===== src/rtl/cellnet_arbiter_pkg.sv =====
// Shared constants, state encoding and payload type for the cellnet round-robin arbiter.
package cellnet_arbiter_pkg;

    localparam int unsigned ADDRESS_SIZE = 8;
    localparam int unsigned DATA_SIZE    = 8;

    localparam logic ON  = 1'b1;
    localparam logic OFF = 1'b0;

    // Fixed encodings so external harnesses can match on the raw state value
    localparam logic [1:0] ARB_STATE_IDLE = 2'd0;
    localparam logic [1:0] ARB_STATE_FWD  = 2'd1;
    localparam logic [1:0] ARB_STATE_HOLD = 2'd2;
    localparam logic [1:0] ARB_STATE_REL  = 2'd3;

    typedef enum logic [1:0] {
        ST_IDLE = ARB_STATE_IDLE,
        ST_FWD  = ARB_STATE_FWD,
        ST_HOLD = ARB_STATE_HOLD,
        ST_REL  = ARB_STATE_REL
    } arb_state_t;

    typedef struct packed {
        logic [ADDRESS_SIZE-1:0] addr;
        logic [DATA_SIZE-1:0]    dat;
    } cell_t;

endpackage


===== src/rtl/cellnet_arbiter_rr_pick.sv =====
// Combinational round-robin priority encoder: first requester after `last`, with wrap-around.
module cellnet_arbiter_rr_pick #(
    parameter int unsigned NUM_SRC = 4,
    parameter int unsigned GRANT_W = $clog2(NUM_SRC)
) (
    input  logic [NUM_SRC-1:0] req,
    input  logic [GRANT_W-1:0] last,
    output logic               valid,
    output logic [GRANT_W-1:0] idx
);

    // Scan farthest-first so the nearest requester after `last` is written last and wins
    always_comb begin
        valid = 1'b0;
        idx   = '0;
        for (int i = NUM_SRC; i >= 1; i--) begin
            int cand;
            cand = (int'(last) + i) % int'(NUM_SRC);
            if (req[cand[GRANT_W-1:0]]) begin
                valid = 1'b1;
                idx   = cand[GRANT_W-1:0];
            end
        end
    end

endmodule


===== src/rtl/cellnet_arbiter.sv =====
// Shares one cellnet sink among NUM_SRC four-phase req/ack sources with round-robin fairness.
module cellnet_arbiter
    import cellnet_arbiter_pkg::*;
#(
    parameter int unsigned NUM_SRC = 4,
    parameter int unsigned GRANT_W = $clog2(NUM_SRC)
) (
    input  logic                           i_clk,
    input  logic                           i_reset,
    input  logic [NUM_SRC-1:0]             i_src_req,
    input  logic [NUM_SRC*ADDRESS_SIZE-1:0] i_src_addr,
    input  logic [NUM_SRC*DATA_SIZE-1:0]   i_src_dat,
    output logic [NUM_SRC-1:0]             o_src_ack,
    output logic [ADDRESS_SIZE-1:0]        o_addr,
    output logic [DATA_SIZE-1:0]           o_dat,
    output logic                           o_req,
    input  logic                           i_ack,
    output logic [GRANT_W-1:0]             o_grant,
    output logic                           o_busy,
    output logic                           o_err
);

    arb_state_t         state_q, state_n;
    logic [GRANT_W-1:0] last_q, last_n;
    logic [GRANT_W-1:0] grant_q, grant_n;
    cell_t              cell_q, cell_n;
    logic               req_q, req_n;
    logic [NUM_SRC-1:0] ack_q, ack_n;
    logic               busy_q;
    logic               err_q, err_n;

    logic               pick_valid;
    logic [GRANT_W-1:0] pick_idx;
    cell_t              src_cells [NUM_SRC];

    for (genvar k = 0; k < NUM_SRC; k++) begin : g_unpack
        assign src_cells[k].addr = i_src_addr[k*ADDRESS_SIZE +: ADDRESS_SIZE];
        assign src_cells[k].dat  = i_src_dat[k*DATA_SIZE +: DATA_SIZE];
    end

    cellnet_arbiter_rr_pick #(
        .NUM_SRC (NUM_SRC),
        .GRANT_W (GRANT_W)
    ) u_rr_pick (
        .req   (i_src_req),
        .last  (last_q),
        .valid (pick_valid),
        .idx   (pick_idx)
    );

    // Next-state and next-output logic; every output is the registered copy of these
    always_comb begin
        state_n = state_q;
        last_n  = last_q;
        grant_n = grant_q;
        cell_n  = cell_q;
        req_n   = req_q;
        ack_n   = ack_q;
        err_n   = err_q;

        unique case (state_q)
            ST_IDLE: begin
                if (i_ack) err_n = ON;
                if (pick_valid) begin
                    grant_n = pick_idx;
                    cell_n  = src_cells[pick_idx];
                    req_n   = ON;
                    state_n = ST_FWD;
                end
            end
            ST_FWD: begin
                // Winner must hold req and payload steady until the sink acknowledges
                if (!i_src_req[grant_q] || (src_cells[grant_q] != cell_q)) err_n = ON;
                if (i_ack) begin
                    ack_n[grant_q] = ON;
                    state_n        = ST_HOLD;
                end
            end
            ST_HOLD: begin
                if (!i_src_req[grant_q]) begin
                    req_n   = OFF;
                    state_n = ST_REL;
                end
            end
            ST_REL: begin
                if (!i_ack) begin
                    ack_n   = '0;
                    last_n  = grant_q;
                    state_n = ST_IDLE;
                end
            end
            default: state_n = ST_IDLE;
        endcase
    end

    always_ff @(posedge i_clk) begin
        if (i_reset) begin
            state_q <= ST_IDLE;
            last_q  <= GRANT_W'(NUM_SRC - 1);
            grant_q <= '0;
            cell_q  <= '0;
            req_q   <= OFF;
            ack_q   <= '0;
            busy_q  <= OFF;
            err_q   <= OFF;
        end else begin
            state_q <= state_n;
            last_q  <= last_n;
            grant_q <= grant_n;
            cell_q  <= cell_n;
            req_q   <= req_n;
            ack_q   <= ack_n;
            busy_q  <= (state_n != ST_IDLE);
            err_q   <= err_n;
        end
    end

    assign o_src_ack = ack_q;
    assign o_addr    = cell_q.addr;
    assign o_dat     = cell_q.dat;
    assign o_req     = req_q;
    assign o_grant   = grant_q;
    assign o_busy    = busy_q;
    assign o_err     = err_q;

endmodule

===== config.mk =====
export PLATFORM = sky130hd
export DESIGN_NAME = cellnet_arbiter
export DESIGN_NICKNAME = d
export VERILOG_FILES = /design/src/rtl/cellnet_arbiter_pkg.sv /design/src/rtl/cellnet_arbiter_rr_pick.sv /design/src/rtl/cellnet_arbiter.sv
export SDC_FILE = /design/constraint.sdc
export NUM_CORES = 1
export LEC_CHECK = 0
export ABC_AREA = 1
export CAP_MARGIN = 15
export CORE_MARGIN = 2
export CORE_UTILIZATION = 35
export CTS_CLUSTER_SIZE = 28
export DETAILED_ROUTE_END_ITERATION = 8
export PLACE_DENSITY = 0.73
export SLEW_MARGIN = 10
export SYNTH_ARGS = -nofsm -noshare
export SYNTH_HDL_FRONTEND = slang
export SYNTH_SLANG_ARGS = --single-unit
export TNS_END_PERCENT = 100

===== constraint.sdc =====
create_clock -name i_clk -period 2.18 [get_ports i_clk]
set_input_delay 0.436 -clock i_clk [delete_from_list [all_inputs] [get_ports i_clk]]
set_output_delay 0.436 -clock i_clk [all_outputs]
set_load 0.1 [all_outputs]

# After elaboration in Yosys (flattened, before gate mapping)
# Index checks and enable logic that the tools add are counted.
[word_totals]
reg_bits = 29
latchBits = 0
mem_bits_rw = 0
rom_bits = 0
in_bits = 71
output_inout_bits = 25
word_cells = 88
n_memories = 0
[classes]
n_addsub = 4
mul = 0
div = 0
magnitude_cmp = 8
eq_ne = 10
shift = 0
n_mux = 40
n_bitwise = 4
n_reduce_logical = 13
[op_table]
columns = ["operator", "count"]
rows = [
  ["binary-select mux 16 bit (select 2 bit)", 2],
  ["two-way mux 16 bit", 4],
  ["two-way mux 2 bit", 8],
  ["inequality test 16 bit", 1],
  ["< comparator 2 x 3 -> 1 bit, second input constant", 5],
  ["two-way mux 1 bit", 14],
  ["inequality test 2 bit, second input constant", 6],
  ["binary-select mux 1 bit (select 2 bit)", 5],
  ["AND reduction 3 bit", 3],
  ["two-way mux 4 bit", 2],
  ["case mux 2 bit (4 select lines)", 1],
  ["case mux 4 bit (2 select lines)", 1],
  ["nonzero test 2 bit", 4],
  [">= comparator 3 bit, second input constant", 2],
  ["inverter 2 -> 3 bit", 2],
  ["adder 2 x 1 -> 2 bit, second input constant", 2],
  ["adder 2 bit, second input constant", 2],
  ["== test 2 bit, second input constant", 2],
  ["bitwise OR 4 bit", 1],
  ["case mux 1 bit (2 select lines)", 2],
  ["AND reduction 2 bit", 2],
  ["demux 1 bit (select 2 bit)", 1],
  ["== test 2 x 1 -> 1 bit, second input constant", 1],
  [">= comparator 2 x 1 -> 1 bit, second input constant", 1],
  ["5 further kinds", 5],
]

# Depth between registers and ports, before layout
# Gate-level depths: netlist (run 1).
[depth]
word_depth = 11
ltp_mapped = 16
ltp_nobuf = 14

# Hierarchy
# A second synthesis (run 1) with hierarchy kept.
[unflattened]
hier_cells = 507
hier_area_um2 = 2681.3
[by_module_without_submodules]
columns = ["mod", "n_inst", "cells_each", "area_each_um2", "seq_area_each_um2"]
rows = [
  ["cellnet_arbiter", 1, 456, 2434.8, 580.6],
  ["cellnet_arbiter_rr_pick", 1, 51, 246.5, 0.0],
]

# Worst setup path before layout (run 1)
# Ideal clock, no wire load.
[synth_timing]
path_kind = "register -> register"
start = "reg grant_q[1] (netlist: o_grant[1])"
end = "reg busy_q (netlist: o_busy)"
setup_time_ns = 0.120
arrival_ns = 2.167
required_time_ns = 2.060
path_slack_ns = -0.107
stages_incl_launch_ff = 10
n_path_buf = 1
period_less_slack_ns = 2.287
cell_sequence = "dfxtp_1 > buf_2 > inv_2 > nor2_1 > nand2_1 > o21ai_0 > nor2_1 > o221ai_1 > o21ai_0 > or2_1"
[synth_via]
elab_chain_cells = 5
[synth_rtl]
columns = ["element", "line", "text"]
rows = [
  ["start: declaration", "cellnet_arbiter.sv:25", "logic [GRANT_W-1:0] grant_q, grant_n;"],
  ["start signal: assignment", "cellnet_arbiter.sv:109", "grant_q <= grant_n;"],
  ["binary-select mux 1 bit (select 2 bit)", "cellnet_arbiter.sv:80", "if (!i_src_req[grant_q]) begin"],
  ["two-way mux 1 bit (not written as such)", "cellnet_arbiter.sv:80", ""],
  ["two-way mux 2 bit", "cellnet_arbiter.sv:80", ""],
  ["case mux 2 bit (4 select lines)", "cellnet_arbiter.sv:61", "unique case (state_q)"],
  ["nonzero test 2 bit", "cellnet_arbiter.sv:113", "busy_q <= (state_n != ST_IDLE);"],
  ["end signal: assignment", "cellnet_arbiter.sv:113", ""],
  ["end: declaration", "cellnet_arbiter.sv:29", "logic busy_q;"],
]
# Every way passes these cells. The select of a mux whose other input is x is not followed.
# A chain may end at the register's enable or synchronous reset.

# Worst setup path in the final report (run 1)
[layout_timing]
start = "in i_src_req[3]"
end = "reg cell_q, in the netlist o_addr[2]"
[layout_via]
elab_chain_cells = 10
word_cells_on_any_way = 21
classes_between = "19 x mux; 1 x bitwise; 1 x reduce/logical"
[layout_rtl]
columns = ["element", "line", "text"]
rows = [
  ["start: declaration", "cellnet_arbiter.sv:10", "input logic [NUM_SRC-1:0] i_src_req,"],
  ["binary-select mux 1 bit (select 2 bit)", "cellnet_arbiter_rr_pick.sv:19", "if (req[cand[GRANT_W-1:0]]) begin"],
  ["two-way mux 1 bit (not written as such)", "cellnet_arbiter_rr_pick.sv:19", ""],
  ["two-way mux 2 bit (4 in series)", "cellnet_arbiter_rr_pick.sv:19", ""],
  ["inverter 2 -> 3 bit (not written as such)", "cellnet_arbiter.sv:66", "cell_n = src_cells[pick_idx];"],
  ["binary-select mux 16 bit (select 2 bit)", "cellnet_arbiter.sv:66", ""],
  ["two-way mux 16 bit (not written as such) (2 in series)", "cellnet_arbiter.sv:66", ""],
  ["end signal: assignment", "cellnet_arbiter.sv:110", "cell_q <= cell_n;"],
  ["end: declaration", "cellnet_arbiter.sv:26", "cell_t cell_q, cell_n;"],
]
# Several ways; a longest one is shown, not always the timed one. The select of a mux whose other input is x is not followed.

==> results of run 1 <==
==> registers in the layout, summed over array words and instances (netlist names) <==
register   count
o_addr         8
o_dat          8
o_src_ack      4
last_q         2
o_grant        2
state_q        2
o_busy         1
o_err          1
o_req          1
==> through the flow <==
stage	util [%]	TNS [ns]	total power, W	instances	setup WS [ns]
floorplan	-	0	0.00418	511	0.233
global placement	50.3	0	0.00527	699	0.0103
detailed placement	50.3	-0.317	0.00533	699	-0.0320
CTS	51.6	0	0.00586	707	0.254
global route	51.6	0	0.00631	707	0.0140
finish	51.6	0	0.00586	707	0.234
==> final timing paths <==
check                 endpoint  slack, ns
setup / recovery     o_addr[2]       0.23
hold reg to reg   o_src_ack[3]       0.47
setup reg to reg      o_dat[3]       0.27
hold / removal    o_src_ack[3]       0.47
==> per-layer routing <==
| layer | track usage [%] | vias up | share of wire (%) |
|---|---|---|---|
| met5 | 0 | - | 0 |
| met4 | 6.37 | 0 | 1.2 |
| met3 | 4.51 | 12 | 7.6 |
| met2 | 35.9 | 174 | 47 |
| met1 | 29.2 | 1604 | 45 |
| li1 | - | 1817 | - |
==> logic make-up (layout without fill, tap and decap cells) <==
family / Yosys count / count (layout) / synth area share, %
buf+inv: 62 / 156 / 10.8
compound gates: 53 / 53 / 10.3
flops: 29 / 29 / 20.9
simple gates: 366 / 366 / 57.7
xor+xnor: 1 / 1 / 0.315
==> synthesized netlist by cell type (all sizes together), types with 2 or more instances <==
master and n:
nand4 2, nand3 84, dfxtp 29, o211ai 2
nand2 248, buf 18, o21ai 22, clkbuf 8
nand3b 2, inv 36, nor2 28, a21oi 27
==> power by group through the flow <==
stage | Clock (W) | Combinational, W | Sequential [W]
finish | 0.000514 | 0.00434 | 0.00100
global route | 0.000556 | 0.00473 | 0.00103
CTS | 0.000532 | 0.00433 | 0.000998
detailed placement | 0 | 0.00432 | 0.00101
global placement | 0 | 0.00427 | 0.000999
floorplan | 0 | 0.00190 | 0.00228
==> area by class of cell <==
type	count	share of cell area (%)
Multi-Input combinational cell	420	47.7
Clock inverter	1	0.126
Inverter	36	3.58
Clock buffer	7	2.42
Sequential cell	29	14.6
Timing Repair Buffer	112	28.3
Tap cell	102	3.20
==> placed cells by master (no fill, tap or decap), types with 3 or more instances in the layout <==
cell type / n
dfxtp_1: 27
inv_2: 6
clkbuf_8: 7
buf_12: 9
nand2_1: 239
nand2_2: 6
nand3_2: 8
a21oi_1: 25
clkdlybuf4s50_1: 70
nand2_4: 3
nand3_1: 74
o21ai_0: 21
inv_1: 28
buf_4: 33
nor2_1: 27
==> critical path, delay by kind of cell <==
kind / cells / cell delay (ns)
compound gates: 2 / 0.34
buf+inv: 4 / 0.74
simple gates: 8 / 0.65
==> impl_metrics.ini, run 1 <==
[yosys]
synth_top_cell_by_area = nand2_1
yosysUniqueCellTypes = 31
ys_top_cells_by_area = nand2_1 32%, dfxtp_1 21%, nand3_1 13%
postSynth.asyncResetShare_pct = 0
netlist_area_sq_um = 2780
synth_warnings = 0
synth_top_area_share_pct = 32.2
seq_area_frac_synth_pct = 20.9
avgSynthCellArea_sq_um = 5.45
syn_nets = 582
netlist_instances = 511
synth_edf_count = 0
ys_ff_latch = 29
ys.flop_type = dfxtp_1

[layout]
n_antenna_cell = 0
nets = 675
register_area_sq_um = 583
area_delta_synth_final_pct = 43.1
drive_above_1_share_pct = 13.7
n_fill_cell = 796
multiInputGateArea_sq_um = 1900
design_area_sq_um = 3990

[power]
seq_power_share_pct = 17.1
intPower_w = 0.00234
p_per_area_nw_per_um2 = 1470
switching_share_pct = 60.0
vdd_drop_max_mv = 0.617
p_comb_share_pct = 74.1
pwr-share-clk_pct = 8.8
switchingPower_w = 0.00351
p_leak_nw = 2.03

[timing]
tightest_slew_ns = 0.433
setup_viol = 0
rsz0062_at_grt = false
min_period_over_period_pct = 89.3
slew_headroom_pct = 71.0
hold_viol = 0
max_freq_ghz = 0.514
finalCriticalPeriod_ns = 1.95
holdWs_ns = 0.473
clock_skew_ns = 0.00332
finalMaxSlewViolations = 0

[route]
vias = 3607
wl_per_cell_um = 13.3
wl_um = 9440
drt_pre_antenna_iters = 5
detail-route-antenna-nets = 0
drtIter0Drc = 240
drc_errors = 0
detail_route.vias_per_cell = 5.10

[die]
io_pins = 96
rows = 32
start_util_pct = 36.0
die-area_sq_um = 8680
die-width_um = 93.2
die_y_um = 93.2
core_sq_um = 7730

[clock_tree]
postCtsHoldBufs = 0
clock_path_buffers = 2
postCtsSetupBuffers = 0
cts_tree = built
htree_levels = 2
clkTransAtPathRegs_ns = 0.07
clkSinkCount = 29
numCtsBuffers = 5
cts_resized = 0
insertion_delay_ns = 0.28
clockRootBuffer = clkbuf_8

[placement]
place_area_sq_um = 3880
io_buffers = 95
dpl.hpwl_um = 6970
routabilityCongestion = 0.892

[setup_path]
crit_type = in2reg
critPathMaxStageDelay_ns = 0.45
rr_startpoint = last_q[0]
cp-startpoint = i_src_req[3]
critPathRequiredTime_ns = 2.39
cp_cell_sequence = clkdlybuf4s50_1 > inv_1 > o21ai_0 > nand2_1 > nand2_2 > inv_2 > nand2_2 > nand2_4 > nand2_4 > buf_12 > nand2_1 > nand3_1 > nand2_1 > a21oi_1
critPathMaxFanout = 16
worstPathArrival_ns = 2.16
critical_path.startpoint_type = input pin
end_kind = flip-flop
slowest_stage = clkdlybuf4s50_1
r2r_cells = 12
cp_common_cell = nand2_1

[hold_path]
holdPathStages = 2
hold_start = o_src_ack[3]
hold_class = reg2reg

[global_routing]
globalRouteOverflowTotal = 0
track_usage_pct = 21.9
grt_max_degree = 25
antenna_found_initial = 0
grt_pass1_vias = 3266
grt_pass1_wl_um = 15500

[job]
max-cap-violations = 0

[run_status]
status = finished clean
Power figures use the tool's default switching activity.
==> run 2: changes to the inputs <==
--- a/config.mk
+++ b/config.mk
@@ -6,6 +6,7 @@
 export NUM_CORES = 1
 export LEC_CHECK = 0
 export ABC_AREA = 1
+export ABC_CLOCK_PERIOD_IN_PS = 2180
 export CAP_MARGIN = 15
 export CORE_MARGIN = 2
 export CORE_UTILIZATION = 35
==> results of run 2 <==
No change in the layout: final DEF, timing and power equal those of run 1.
